`config.mk`:
```
export PLATFORM = sky130hd
export DESIGN_NAME = demux_router
export DESIGN_NICKNAME = d
export VERILOG_FILES = /design/src/rtl/demux_pkg.sv /design/src/rtl/demux_out_slot.sv /design/src/rtl/demux_router.sv
export SDC_FILE = /design/constraint.sdc
export NUM_CORES = 1
export LEC_CHECK = 0
export CORE_MARGIN = 8
export CORE_UTILIZATION = 38
export CTS_BUF_LIST = sky130_fd_sc_hd__clkbuf_4
export CTS_CLUSTER_SIZE = 12
export DETAILED_ROUTE_END_ITERATION = 16
export GPL_TIMING_DRIVEN = 0
export PLACE_DENSITY_LB_ADDON = 0.05
export SYNTH_ARGS = -nofsm -noshare
export SYNTH_HDL_FRONTEND = slang
export SYNTH_SLANG_ARGS = --single-unit
```
`constraint.sdc`:
```
create_clock -name clk -period 3 [get_ports clk]
set_input_delay 0.6 -clock clk [delete_from_list [all_inputs] [get_ports clk]]
set_output_delay 0.6 -clock clk [all_outputs]
set_load 0.005 [all_outputs]
```
`src/rtl/demux_pkg.sv`:
```
// Shared constants, FSM state type and route decode for the 1-to-4 packet demux.
package demux_pkg;

  localparam int unsigned NUM_CH = 4;
  localparam int unsigned SEL_W  = 2;
  localparam logic [SEL_W-1:0] DEFAULT_CH = 2'd3;

  typedef enum logic {
    IDLE   = 1'b0,
    LOCKED = 1'b1
  } demux_state_t;

  // Same mapping as the 4:1 mux: sel 0..2 with en=1 pick that channel,
  // every other combination falls through to the default channel.
  function automatic logic [SEL_W-1:0] decode_dest(input logic en,
                                                   input logic [SEL_W-1:0] sel);
    return (en && (sel != 2'b11)) ? sel : DEFAULT_CH;
  endfunction

endpackage

```
`src/rtl/demux_out_slot.sv`:
```
// One-entry output register for a single demux channel: holds data/last while
// valid, drains on consumer ready, and accepts a new word in the drain cycle.
module demux_out_slot #(
  parameter int unsigned W = 8
) (
  input  logic         clk,
  input  logic         rst,
  input  logic         load,
  input  logic [W-1:0] din,
  input  logic         din_last,
  input  logic         dout_ready,
  output logic [W-1:0] dout,
  output logic         dout_valid,
  output logic         dout_last
);

  logic [W-1:0] data_q, data_d;
  logic         valid_q, valid_d;
  logic         last_q, last_d;

  // Next-state: load wins over drain so a same-cycle drain+load stays valid.
  always_comb begin
    data_d  = data_q;
    valid_d = valid_q;
    last_d  = last_q;
    if (load) begin
      data_d  = din;
      last_d  = din_last;
      valid_d = 1'b1;
    end else if (valid_q && dout_ready) begin
      valid_d = 1'b0;
    end
  end

  // Slot registers with synchronous reset.
  always_ff @(posedge clk) begin
    if (rst) begin
      data_q  <= '0;
      valid_q <= 1'b0;
      last_q  <= 1'b0;
    end else begin
      data_q  <= data_d;
      valid_q <= valid_d;
      last_q  <= last_d;
    end
  end

  assign dout       = data_q;
  assign dout_valid = valid_q;
  assign dout_last  = last_q;

endmodule

```
`src/rtl/demux_router.sv`:
```
// Registered 1-to-4 packet demultiplexer: the route chosen on the first beat
// is held for the rest of the packet; each channel has a one-entry output slot.
module demux_router
  import demux_pkg::*;
#(
  parameter int unsigned W = 8
) (
  input  logic                clk,
  input  logic                rst,
  input  logic [W-1:0]        x,
  input  logic                x_valid,
  input  logic                x_last,
  output logic                x_ready,
  input  logic [SEL_W-1:0]    sel,
  input  logic                en,
  output logic [NUM_CH*W-1:0] out,
  output logic [NUM_CH-1:0]   out_valid,
  output logic [NUM_CH-1:0]   out_last,
  input  logic [NUM_CH-1:0]   out_ready,
  output logic                busy,
  output logic [SEL_W-1:0]    lock_dest
);

  demux_state_t      state_q, state_d;
  logic [SEL_W-1:0]  lock_dest_q, lock_dest_d;
  logic              busy_q, busy_d;
  logic [SEL_W-1:0]  dest;
  logic              accept;
  logic [NUM_CH-1:0] load;

  // Destination decode, input handshake and per-channel load strobes.
  always_comb begin
    dest    = (state_q == LOCKED) ? lock_dest_q : decode_dest(en, sel);
    x_ready = !out_valid[dest] || out_ready[dest];
    accept  = x_valid && x_ready;
    load    = '0;
    for (int unsigned c = 0; c < NUM_CH; c++) begin
      load[c] = accept && (dest == SEL_W'(c));
    end
  end

  // Packet-lock FSM next state.
  always_comb begin
    state_d     = state_q;
    lock_dest_d = lock_dest_q;
    busy_d      = busy_q;
    if (accept) begin
      case (state_q)
        IDLE: begin
          if (!x_last) begin
            state_d     = LOCKED;
            lock_dest_d = dest;
            busy_d      = 1'b1;
          end
        end
        LOCKED: begin
          if (x_last) begin
            state_d = IDLE;
            busy_d  = 1'b0;
          end
        end
        default: state_d = IDLE;
      endcase
    end
  end

  // FSM state and registered status outputs.
  always_ff @(posedge clk) begin
    if (rst) begin
      state_q     <= IDLE;
      lock_dest_q <= DEFAULT_CH;
      busy_q      <= 1'b0;
    end else begin
      state_q     <= state_d;
      lock_dest_q <= lock_dest_d;
      busy_q      <= busy_d;
    end
  end

  assign busy      = busy_q;
  assign lock_dest = lock_dest_q;

  for (genvar c = 0; c < NUM_CH; c++) begin : g_slot
    demux_out_slot #(.W(W)) u_slot (
      .clk        (clk),
      .rst        (rst),
      .load       (load[c]),
      .din        (x),
      .din_last   (x_last),
      .dout_ready (out_ready[c]),
      .dout       (out[c*W +: W]),
      .dout_valid (out_valid[c]),
      .dout_last  (out_last[c])
    );
  end

endmodule

```
Word-level counts from Yosys, hierarchy flattened. Cells that the tools add are included.

Bits in registers: 44. Input bits: 19. Logic and storage cells: 61.

$lt $le $gt $ge: 1. Eq/ne operators: 6. Mux-type cells: 18. Bitwise logic cells: 2. Reduce and logical (&&, ||, !) cells: 19.

Operators by type and width (count): 2-to-1 mux 1 bit (13); logical AND 1 bit (10); nonzero test 2 bit (4); inequality test 2 bit (second input constant) (3); AND reduction 3 bit (2); binary-select mux 1 bit (select 2 bit) (2); equality test 2 bit (second input constant) (2); 2-to-1 mux 2 bit (2); < comparator 2 x 3 -> 1 bit (second input constant) (1); equality test 2 x 1 -> 1 bit (second input constant) (1); logical NOT 2 bit (1); inverter 1 bit (2); one-hot mux 1 bit (2 select lines) (1); logical NOT 1 bit (1); logical OR 1 bit (1).

Depth between registers and ports, before layout. Gate-level depths: netlist of the first run.

Depth after elaboration: 11. Depth in mapped cells: 6. Mapped depth without buffers: 5.

Cells and area by module. A second synthesis of the first run with hierarchy kept.

Cell total of the unflattened synthesis: 177. Area, all modules: 1791.7 um2.

Modules (own cells, without submodules): demux_out_slot (times used 4, cells each 33, area an instance 355.3 um2); demux_router (times used 1, cells each 45, area an instance 370.4 um2).

Worst setup path before layout of the first run. OpenSTA, ideal clock, no wires.

Path type: input-to-output. Start point: in en. End point: out x_ready. Arrival: 1.361 ns. Required time: 2.400 ns. Path slack: 1.039 ns. Stages on the path: 3. Path buffers: 0. Path through: nor3b_1 -> or2_4 -> o32ai_4.

Word-level cells in the longest chain between the ends: 7.

Ends and longest elaborated chain: start: declaration (RTL line demux_router.sv:15) `input logic en,`; logical AND 1 bit * (RTL line demux_pkg.sv:17) `return (en && (sel != 2'b11)) ? sel : DEFAULT_CH;`; 2-to-1 mux 2 bit * (RTL line demux_pkg.sv:17); 2-to-1 mux 2 bit * (RTL line demux_router.sv:33) `dest = (state_q == LOCKED) ? lock_dest_q : decode_dest(en, sel);`; binary-select mux 1 bit (select 2 bit) (RTL line demux_router.sv:34) `x_ready = !out_valid[dest] || out_ready[dest];`; 2-to-1 mux 1 bit (not written as such) (RTL line demux_router.sv:34); logical NOT 1 bit (RTL line demux_router.sv:34); logical OR 1 bit * (RTL line demux_router.sv:34); end: declaration (RTL line demux_router.sv:13) `output logic x_ready,`.

Every way passes the cells marked *; elsewhere a longest branch is shown, timed or not. The select of a mux whose other input is x is not followed.

Worst setup path in the final report of the first run. Ends and elaborated chain as after synthesis.

==> results of run 1 <==
-- power by group through the flow --
| stage | registers (mW) | logic, mW | clock network (mW) |
|---|---|---|---|
| 2_1_floorplan | 0.637 | 0.0951 | 0 |
| 3_3_place_gp | 0.637 | 0.193 | 0 |
| 3_5_place_dp | 0.637 | 0.193 | 0 |
| 4_1_cts | 0.625 | 0.197 | 0.384 |
| 5_1_grt | 0.628 | 0.214 | 0.416 |
| 6_report | 0.625 | 0.194 | 0.378 |
-- layer usage --
layer / GRT usage [%] / part of all wire, %
met1: 15.0 / 44
met2: 20.5 / 46
met3: 7.34 / 9.4
met4: 3.40 / 0.91
met5: 0 / 0
-- registers in the layout (all words and copies together), names as in the netlist --
signal,count
g_slot.u_slot.dout_last,4
lock_dest,2
g_slot.u_slot.dout,32
busy,1
g_slot.u_slot.dout_valid,4
state_q,1
-- logic make-up after synthesis --
logic type | after synthesis
and+or+nand+nor | 59
DFF | 44
muxes | 36
buffers and inverters | 26
AOI/OAI and AO/OA | 15
adders and majority gates | 1
-- cells in the final DEF (no fill, tap or decap), types with 3 or more instances in the layout --
master / count
inv_2: 4
dfxtp_1: 44
mux2i_1: 36
clkbuf_4: 5
clkbuf_1: 5
a21oi_1: 6
buf_4: 13
nor2b_1: 3
inv_1: 4
nand2b_1: 4
clkdlybuf4s50_1: 60
nor2_1: 39
-- tightest hold or removal path, stage by stage (launching register included) --
cell and delay, ns:
dfxtp_1 0.35, inv_1 0.05, o21ai_1 0.05
-- area by class of cell --
cell class,count,area [um^2]
clock inverters,3,42.5
repair buffers,61,608
plain buffers,18,113
fillers,449,2080
flip-flops and latches,44,881
well taps,54,67.6
inverters,8,30.0
clock buffers,5,37.5
multi-input cells,111,797
-- worst max path at each step --
stage | startpoint | endpoint | slack [ns] | depth (start not counted)
detailed placement | en | x_ready | -0.10 | 5
floorplan | en | x_ready | 1.04 | 3
global placement | en | x_ready | -0.09 | 5
CTS | en | x_ready | 0.08 | 5
finish | en | x_ready | 0.09 | 5
global route | en | x_ready | 0.005 | 5
-- per-stage QoR --
stage / setup TNS (ns) / hold slack, ns / cells / setup slack [ns]
floorplan: 0 / 0.461 / 181 / 1.04
global placement: -0.0949 / 0.464 / 295 / -0.0949
detailed placement: -0.104 / 0.464 / 295 / -0.104
CTS: 0 / 0.487 / 304 / 0.0790
global route: 0 / 0.519 / 304 / 0.00464
finish: 0 / 0.483 / 304 / 0.0925
-- timing repair --
item | 4_1_cts | 5_1_grt
buffers inserted | 1 | 0
hold buffers | 0 | 0
resized for setup | 2 | 0
endpoints found under the setup margin | 1 | 0
==> flow_summary_export.csv, run 1 <==
group,metric,value,unit
pwr,p_switching,301,uW
floorplan,core_region_area,4660,um^2
route,wl_per_cell,15.2,um
pwr,ir_drop,323,uV
worst_setup_path,crit_top_cell,"clkdlybuf4s50_1",
synth,synth_xor_area_share,0,%
synth,synth_common_cells,"44 x dfxtp_1, 39 x nor2_1, 36 x mux2i_1",
worst_setup_path,timing.critical_path.slowest_cell_delay,0.56,ns
synth,synthSimpleGateAreaFrac,16.0,%
cts,cts.clk_slew.worst_paths,0.14,ns
worst_setup_path,ff2ff_path_depth,6,
synth,ys_seq_elements,44,
worst_setup_path,cp-start-kind,"input pin",
worst_setup_path,path_delay_family,"buffers and inverters",
floorplan,die_y,85.0,um
worst_setup_path,critPathBufInv,2,
synth,synth.area.mux_share,19.9,%
route,drtPass1Iterations,4,
route,drc,0,
worst_setup_path,r2r-end,"lock_dest[1]",
placed_design,io_buffer_count,60,
synth,ys_types,29,
timing,post-route-period-util,96.9,%
outcome,outcome,"finished clean",
pwr,pwr-share-seq,52.2,%
pwr,swShare,25.1,%
synth,syn_area_per_cell,10.0,um^2
timing,rsz0062_at_grt,"false",
worst_setup_path,critical_path_arrival,2.31,ns
timing,worst_pin_slew,0.549,ns
worst_setup_path,crit_required,2.40,ns
finish,fin_util,55.3,%
pwr,p_int,896,uW
synth,synth_fa_ha_area_share,0.691,%
pwr,power_leakage,0.961,nW
synth,yosys_warnings,0,
grt,grtUsageTotal,13.1,%
grt,grt_max_degree,15,
finish,area_delta_synth_final,42.3,%
synth,yosysTopAreaCell,"dfxtp_1",
hold_path,holdPathEnd,"lock_dest[0]",
floorplan,die_x,85.0,um
placed_design,place_congestion,0.708,
pwr,power,1.20,mW
pwr,clockPowerShare,31.6,%
placed_design,hpwl,3240,um
synth,synth_top_family_by_area,"multiplexers",
floorplan,row_count,25,
timing,fin_crit,2.91,ns
grt,grt_overflow,0,
finish,fin_nets,269,
hold_path,hp-start,"lock_dest[0]",
synth,synth_flop_cell,"dfxtp_1",
hold_path,holdPathStages,2,
grt,grt_pass1_vias,1486,
finish,drive_gt1_share,12.0,%
synth,ys_seq_area_share,48.7,%
grt,antenna_found_initial,0,
finish,antennaDiodeCount,0,
cts,cts.sinks,44,
floorplan,pin_count,63,
timing,timing.fmax,344,MHz
synth,synthTopCellsByArea,"dfxtp_1 49%, mux2i_1 20%, nor2_1 8.1%",
worst_setup_path,path_class,"input pin to output pin",
synth,syn_inst,181,
cts,root_buffer,"clkbuf_4",
synth,synth_area,1810,um^2
synth,synth_top_area_share,48.7,%
floorplan,start_util,38.8,%
pwr,power_density,465,nW/um^2
timing,relSlewSlack,63.4,%
timing,hold_viol,0,
worst_setup_path,crit-reg2reg-launch,"state_q",
route,vias,1435,
worst_setup_path,crit_fanout,3,
pwr,combPwrFrac,16.2,%
worst_setup_path,worst-r2r-setup-slack,1.18,ns
hold_path,hp-class,"flop to flop",
run,max-cap-violations,0,
timing,setup_viol_count_final,0,
floorplan,die-area,7230,um^2
worst_setup_path,endpoint_kind,"output pin",
grt,grt_pass1_wl,7500,um
route,drt-total-wl,4610,um
cts,cts_made_buffers,5,
synth,synth_nets,201,
cts,worstSkewPairLatency,0.36,ns
cts,clockBufferDepth,2,
placed_design,dpl_cell_area,2480,um^2
synth,synth_edf_count,0,
synth,yosysMostFrequentCell,"dfxtp_1",
worst_setup_path,slowest_stage,"clkdlybuf4s50_1",
worst_setup_path,worstPathCellList,"clkdlybuf4s50_1 -> nor3b_2 -> or2_4 -> o32ai_4 -> clkdlybuf4s50_1",
route,drtIter0Drc,59,
synth,synth_async_sr_flop_share,0,%
cts,cts_tree,"built",
route,antenna_left,0,
cts,htreeDepth,2,
timing,fin_skew,0.0102,ns
timing,final-max-slew-violation-count,0,
route,avgViaCountPerCell,4.72,
finish,fin_area,2580,um^2
synth,synth_compound_area_share,6.84,%
Power figures use the tool's default switching activity.
==> inputs of run 2 (changes only) <==
--- a/config.mk
+++ b/config.mk
@@ -5,8 +5,10 @@
 export SDC_FILE = /design/constraint.sdc
 export NUM_CORES = 1
 export LEC_CHECK = 0
+export CELL_PAD_IN_SITES_DETAIL_PLACEMENT = 0
+export CELL_PAD_IN_SITES_GLOBAL_PLACEMENT = 1
 export CORE_MARGIN = 8
-export CORE_UTILIZATION = 38
+export CORE_UTILIZATION = 37
 export CTS_BUF_LIST = sky130_fd_sc_hd__clkbuf_4
 export CTS_CLUSTER_SIZE = 12
 export DETAILED_ROUTE_END_ITERATION = 16
==> run 2 against run 1 <==
  * Highest routed layer unchanged
  * Combinational power about the same
  * Clock power down 3%
  * Worst hold slack got worse by 0.0050 ns
  * Fmax down 0.74%
  * Power is 0.75% lower
  * First-iteration DRC count shrank 36%
==> flow_summary_export.csv, run 2 (synthesis gave the netlist of run 1 again) <==
group,metric,value,unit
outcome,outcome,"finished clean",
pwr,ir_drop,299,uV
route,vias,1469,
floorplan,die_x,86.0,um
worst_setup_path,crit_fanout,3,
worst_setup_path,path_class,"input pin to output pin",
cts,clockBufferDepth,2,
run,max-cap-violations,0,
timing,final-max-slew-violation-count,0,
timing,setup_viol_count_final,0,
timing,timing.fmax,341,MHz
cts,htreeDepth,2,
finish,fillers,454,
worst_setup_path,endpoint_kind,"output pin",
placed_design,io_buffer_count,60,
route,wl_met1,1900,um
route,wl_per_cell,15.0,um
worst_setup_path,critical_path_arrival,2.33,ns
finish,final_cell_mix,"60 x clkdlybuf4s50_1, 44 x dfxtp_1, 39 x nor2_1",
finish,mostFrequentLayoutCell,"clkdlybuf4s50_1",
grt,antenna_found_initial,0,
finish,antennaDiodeCount,0,
timing,relSlewSlack,67.9,%
floorplan,die_y,86.0,um
worst_setup_path,crit_required,2.40,ns
cts,cts_tree,"built",
route,avgViaCountPerCell,4.63,
finish,final_cells,317,
finish,fin_util,55.0,%
hold_path,hp-class,"flop to flop",
floorplan,die-area,7390,um^2
placed_design,placed_cells,308,
finish,drive_gt1_share,12.8,%
floorplan,start_util,38.3,%
grt,grt_pass1_wl,7800,um
cts,worstSkewPairLatency,0.35,ns
finish,area_delta_synth_final,43.4,%
grt,grt_pass1_vias,1578,
route,drtPass1Iterations,4,
cts,cts.clk_slew.worst_paths,0.13,ns
timing,rsz0062_at_grt,"false",
floorplan,core_region_area,4720,um^2
finish,fin_nets,269,
timing,post-route-period-util,97.6,%
route,wl_met2,2280,um
worst_setup_path,crit_top_cell,"clkdlybuf4s50_1",
finish,largest_register_ffs,32,
cts,cts.sinks,44,
pwr,power_leakage,0.963,nW
route,routed.top_layer,"met4",
worst_setup_path,worstPathCellList,"clkdlybuf4s50_1 -> or3b_1 -> a21oi_1 -> o32ai_4 -> clkdlybuf4s50_1",
placed_design,hpwl,3520,um
route,drt-total-wl,4750,um
timing,worst_pin_slew,0.481,ns
pwr,power_density,458,nW/um^2
cts,cts_made_buffers,5,
worst_setup_path,slowest_stage,"clkdlybuf4s50_1",
worst_setup_path,timing.critical_path.slowest_cell_delay,0.49,ns
worst_setup_path,cp-start-kind,"input pin",
floorplan,pin_count,63,
route,antenna_left,0,
grt,grt_max_degree,14,
cts,root_buffer,"clkbuf_4",
timing,fin_crit,2.93,ns
route,drtIter0Drc,38,
placed_design,place_congestion,0.764,
route,wl_met3,497,um
grt,grt_overflow,0,
grt,grtUsageTotal,13.5,%
cts,postCtsHoldBufs,0,
timing,fin_skew,0.0139,ns
route,drc,0,
timing,hold_viol,0,
floorplan,row_count,25,
run 2: timing repair:
action,in CTS,in global routing
pin swaps,1,0
endpoints found under the hold margin,0,0
gates resized for setup,2,1
endpoints found under the setup margin,1,1
setup buffers,1,0
run 2: per-layer routing:
metal,track usage (%),up-vias
li1,-,736
met1,13.9,684
met2,22.4,42
met3,7.64,7
met4,4.62,0
met5,0,-
run 2: critical path: cells and delay by family:
family	cells	cell delay, ns
AOI/OAI and AO/OA	2	0.37
buffers and inverters	2	0.97
and+or+nand+nor	1	0.39
run 2: final timing paths:
kind / from / to / slack, ns / cells past startpoint
worst max-delay path: en / x_ready / 0.07 / 5
worst max register to register: state_q / state_q / 1.20 / 6
worst min register to register: lock_dest[0] / lock_dest[0] / 0.48 / 2
worst min-delay path: lock_dest[0] / lock_dest[0] / 0.48 / 2
run 2: cell type report:
| type | instances | area [um^2] | area share (%) |
|---|---|---|---|
| clock inverters | 2 | 35.0 | 1.35 |
| well taps | 67 | 83.8 | 3.23 |
| multi-input cells | 111 | 801 | 30.8 |
| inverters | 8 | 30.0 | 1.16 |
| repair buffers | 61 | 608 | 23.4 |
| flip-flops and latches | 44 | 881 | 33.9 |
| plain buffers | 18 | 113 | 4.34 |
| clock buffers | 6 | 45.0 | 1.73 |
run 2: per-stage QoR:
stage	total power, mW	setup TNS (ns)	hold WS, ns	area [um^2]	worst slack, ns
floorplan	0.732	0	0.461	1810	1.04
global placement	0.828	-0.0751	0.464	2490	-0.0751
detailed placement	0.833	-0.129	0.463	2490	-0.129
CTS	1.21	0	0.483	2590	0.0439
global route	1.25	0	0.523	2600	0.0123
finish	1.19	0	0.478	2600	0.0707
run 2: where the power goes:
group	switching [mW]	leakage [nW]	internal, mW
combinational	0.0838	0.560	0.113
clock	0.184	0.0456	0.184
sequential	0.0151	0.358	0.609
total	0.282	0.963	0.906
==> inputs of run 3 (changes only) <==
--- a/config.mk
+++ b/config.mk
@@ -5,6 +5,7 @@
 export SDC_FILE = /design/constraint.sdc
 export NUM_CORES = 1
 export LEC_CHECK = 0
+export ABC_CLOCK_PERIOD_IN_PS = 3000
 export CELL_PAD_IN_SITES_DETAIL_PLACEMENT = 0
 export CELL_PAD_IN_SITES_GLOBAL_PLACEMENT = 1
 export CORE_MARGIN = 8
@@ -13,6 +14,7 @@
 export CTS_CLUSTER_SIZE = 12
 export DETAILED_ROUTE_END_ITERATION = 16
 export GPL_TIMING_DRIVEN = 0
+export HOLD_SLACK_MARGIN = 0.12
 export PLACE_DENSITY_LB_ADDON = 0.05
 export SYNTH_ARGS = -nofsm -noshare
 export SYNTH_HDL_FRONTEND = slang
==> results of run 3 <==
Final layout, timing and power as in run 2 (identical DEF).
